===== src/rtl/gate_bist_engine.sv =====
// rtl/gate_bist_engine.sv - self-test engine for a 2-input combinational gate
// Walks {a,b} through 00,01,10,11, samples y_in after a settle window, reports mismatches.
module gate_bist_engine #(
  parameter logic [3:0] EXP_TT        = 4'b1001,
  parameter int         SETTLE_CYCLES = 2
) (
  input  logic       clk,
  input  logic       rst,
  input  logic       start,
  input  logic       y_in,
  output logic       a_out,
  output logic       b_out,
  output logic       busy,
  output logic       done,
  output logic       pass,
  output logic [2:0] err_cnt,
  output logic       err_valid,
  output logic [1:0] first_err_vec
);

  typedef enum logic [2:0] {IDLE, DRIVE, SETTLE, CHECK, DONE} state_t;

  localparam logic [3:0] SETTLE_LOAD = 4'(SETTLE_CYCLES - 1);

  state_t     state;
  logic [1:0] vec;
  logic [3:0] settle_cnt;
  logic       mismatch;

  assign mismatch = (y_in != EXP_TT[vec]);

  always_ff @(posedge clk) begin
    if (rst) begin
      state         <= IDLE;
      vec           <= 2'd0;
      settle_cnt    <= 4'd0;
      a_out         <= 1'b0;
      b_out         <= 1'b0;
      busy          <= 1'b0;
      done          <= 1'b0;
      pass          <= 1'b0;
      err_cnt       <= 3'd0;
      err_valid     <= 1'b0;
      first_err_vec <= 2'd0;
    end else begin
      case (state)
        IDLE: begin
          // Previous results stay visible until the next accepted start.
          if (start) begin
            vec           <= 2'd0;
            a_out         <= 1'b0;
            b_out         <= 1'b0;
            err_cnt       <= 3'd0;
            err_valid     <= 1'b0;
            first_err_vec <= 2'd0;
            pass          <= 1'b0;
            busy          <= 1'b1;
            state         <= DRIVE;
          end
        end
        DRIVE: begin
          settle_cnt <= SETTLE_LOAD;
          state      <= SETTLE;
        end
        SETTLE: begin
          if (settle_cnt != 4'd0) begin
            settle_cnt <= settle_cnt - 4'd1;
          end else begin
            state <= CHECK;
          end
        end
        CHECK: begin
          if (mismatch) begin
            err_cnt <= err_cnt + 3'd1;
            if (!err_valid) begin
              err_valid     <= 1'b1;
              first_err_vec <= vec;
            end
          end
          if (vec != 2'd3) begin
            vec              <= vec + 2'd1;
            {a_out, b_out}   <= vec + 2'd1;
            state            <= DRIVE;
          end else begin
            done  <= 1'b1;
            state <= DONE;
          end
        end
        DONE: begin
          done  <= 1'b0;
          pass  <= (err_cnt == 3'd0);
          busy  <= 1'b0;
          state <= IDLE;
        end
        default: state <= IDLE;
      endcase
    end
  end

endmodule

===== config.mk =====
export PLATFORM = sky130hd
export DESIGN_NAME = gate_bist_engine
export DESIGN_NICKNAME = d
export VERILOG_FILES = /design/src/rtl/gate_bist_engine.sv
export SDC_FILE = /design/constraint.sdc
export NUM_CORES = 1
export LEC_CHECK = 0
export ABC_AREA = 1
export CAP_MARGIN = 30
export CORE_MARGIN = 4
export CORE_UTILIZATION = 25
export CTS_CLUSTER_SIZE = 24
export DETAILED_ROUTE_END_ITERATION = 16
export GPL_ROUTABILITY_DRIVEN = 0
export SYNTH_ARGS = -nofsm -noshare
export SYNTH_HDL_FRONTEND = slang
export SYNTH_SLANG_ARGS = --single-unit

===== constraint.sdc =====
create_clock -name clk -period 1.58 [get_ports clk]
set_input_delay 0.237 -clock clk [delete_from_list [all_inputs] [get_ports clk]]
set_output_delay 0.237 -clock clk [all_outputs]
set_load 0.01 [all_outputs]

==> summary.txt <==
type of the worst setup path = register to output pin
Avg Synthesized Cell Area = 7.37 um^2
count of yosys warnings during synthesis = 0
floorplan die width = 67.2 um
CP max stage cell = sky130_fd_sc_hd__clkdlybuf4s50_1
number of distinct standard cells referenced by the synthesized netlist = 21
setup clock skew after layout = 0.00839 ns
final critical-path share of the clock period = 95.1%
kind of cell with the highest combined delay on the critical path = buffers and inverters
worst setup path startpoint = a_out$_SDFFE_PP0P_
f_max = 665 MHz
fin. max-slew vios = 0
max-cap violations = 0
number of hold buffers added after cts = 0
Setup violations, final = 0
R2R cell count = 7
H-tree depth = 1
cell depth of the worst min-delay path = 2
area of all placed cells without fillers = 0.00113 mm^2
Worst Max-Slew Pin Slew = 0.302 ns
Detail Route met2 WL = 948 um
Area Overhead vs Synth = 28.4%
biggest cell delay along the critical path = 0.56 ns
layout filler cell count = 382
leakage power figure = 0.463 nW
CP Depth = 1
per-cell via count in the routed design = 4.51
top-level I/O count = 15
required time worst endpoint = 1.34 ns
Post-Synthesis Net Count = 128
global-route wire length before repair = 3220 um
worst-path fanout max = 4
Placement Cell Area = 0.00108 mm^2
largest net degree at the start of global routing = 11
post-synthesis instance total = 119
clock-pin slew of the registers on the worst-case setup and hold paths = 0.11 ns
most common cell after layout, fill and taps aside = sky130_fd_sc_hd__nand2_1
R2R setup slack = 0.19 ns
total chip power = 1.06 mW
Total Wirelength = 1930 um
count of unresolved DRC violations after routing = 0
root buffer cell = sky130_fd_sc_hd__clkbuf_4
Starting Density = 26.1%
worst r2r dst = err_cnt[2]$_SDFFE_PP0P_
synthesized cell area = 877 um^2
Final #Nets = 148
most frequent cells in the layout = 27 x sky130_fd_sc_hd__nand2_1, 16 x sky130_fd_sc_hd__dfxtp_1, 15 x sky130_fd_sc_hd__inv_1, 15 x sky130_fd_sc_hd__a21oi_1, 14 x sky130_fd_sc_hd__clkdlybuf4s50_1
final global-route overflow total = 0
detailed placer's ending HPWL = 1510 um
count of port buffers added during placement = 14
crit path setup slack, layout = 0.0771 ns
final count of hold timing violations = 0
overall die height = 67.2 um
Buffers & Inverters on Critical Path = 1
post-DR wirelength/cell = 10.5 um
number of sinks handled by clock tree synthesis = 18
Site Rows = 21
worst r2r src = state[1]$_SDFFE_PP0P_
critical path, cell by cell = clkdlybuf4s50_1
core area = 0.00336 mm^2
largest voltage drop on the vdd net = 0.000400 V
Power Dens Cells = 937 mW/mm^2
sequential-to-total area share from yosys stat = 41.1%
RSZ-0062 raised after global routing = false
met3 routed WL = 71 um
global-route usage over all layers = 9.34%
CTS Buffer Depth = 2
crit path time final = 1.50 ns
latest clock arrival within the worst-skew pair = 0.30 ns
count of TritonRoute iterations in the first routing pass = 4
classification of the worst-slack hold path = register to register
outcome = complete, no violations
via total after detailed routing = 829
CTS-repair resized insts = 0
final antenna-violating net count = 0
first-iteration detailed-routing DRC count = 12
cts bufs inserted = 3
CP Data Arrival Time = 1.27 ns
floorplan die area = 0.00452 mm^2
layout cells sized above 1 = 11.6%
routed length on met1 = 873 um
endpoint kind of the worst setup timing path = output pin
clock tree from TritonCTS = done
Worst Hold Launch = done$_SDFFE_PP0P_
setup TNS = 0 ns
number of inserted diodes = 0
worst-case headroom to the max-slew limit = 79.7%
number of flip-flops and latches in the synthesized netlist = 18
Placement Setup Slack = 0.156 ns
initial antenna violation count = 0
Post CTS Setup Buffer Count = 0
Highest Signal Layer = met4
number of global-route vias before repair = 784
sort of element at the start of the critical path = register
hold worst-path end = done$_SDFFE_PP0P_
==> through the flow <==
step | cells | hold WS (ns) | util (%)
2_1_floorplan | 119 | 0.306 | -
3_3_place_gp | 180 | 0.448 | 32.2
3_5_place_dp | 180 | 0.456 | 32.2
4_1_cts | 184 | 0.472 | 33.3
5_1_grt | 184 | 0.493 | 33.5
6_report | 184 | 0.471 | 33.5
==> how the worst max path moves through the flow <==
stage,to,slack (ns)
after floorplan,err_cnt[0]$_SDFFE_PP0P_,0.33
after global placement,err_cnt[0]$_SDFFE_PP0P_,0.23
after detailed placement,err_cnt[0]$_SDFFE_PP0P_,0.16
after CTS,err_valid,0.02
after global routing,a_out,0.03
final,a_out,0.08
==> metal layers <==
layer / vias up / GRT usage [%]
met3: 4 / 2.16
met1: 386 / 10.3
met4: 0 / 4.56
met2: 13 / 16.7
met5: - / 0
li1: 426 / -
==> state kept, by name, summed over array words and instances, names as in the netlist, 2 cells and up <==
name           flops
settle_cnt         4
err_cnt            3
state              3
first_err_vec      2
==> cell usage after synthesis (all sizes together) <==
cell type  instances  area, um^2
a21oi             16        83.8
a31oi              1        6.26
buf                1        11.3
clkbuf             1        3.75
dfxtp             18         360
ha                 5        62.6
inv               15        56.3
nand2             31         136
nand3             10        55.1
nand3b             1        7.51
nand4              2        12.5
nor2              10        40.0
nor3               4        20.0
o21ai              3        15.0
or2                1        6.26
==> power by group <==
group	total [mW]	switching (mW)	internal [mW]
sequential	0.526	0.0355	0.491
clock	0.287	0.147	0.140
combinational	0.242	0.146	0.0965
total	1.06	0.328	0.728
==> cell type report <==
class	instances	area, um^2	area share [%]
Clock buffer	4	36.3	3.22
Inverter	15	56.3	5.00
Multi-Input combinational cell	84	450	40.0
Sequential cell	18	363	32.2
Tap cell	46	57.6	5.11
Timing Repair Buffer	17	163	14.4
==> logic make-up (layout without fill, tap and decap cells) <==
group                    count (synthesis)  count (layout)  synth area share [%]
AO/OA/AOI/OAI                           20              20                  12.0
adder cells (fa/ha/maj)                  5               5                  7.13
buffers and inverters                   17              36                  8.13
flip-flops                              18              18                  41.1
AND/OR/NAND/NOR                         59              59                  31.7
No activity file was read; power rests on OpenSTA's default activity.
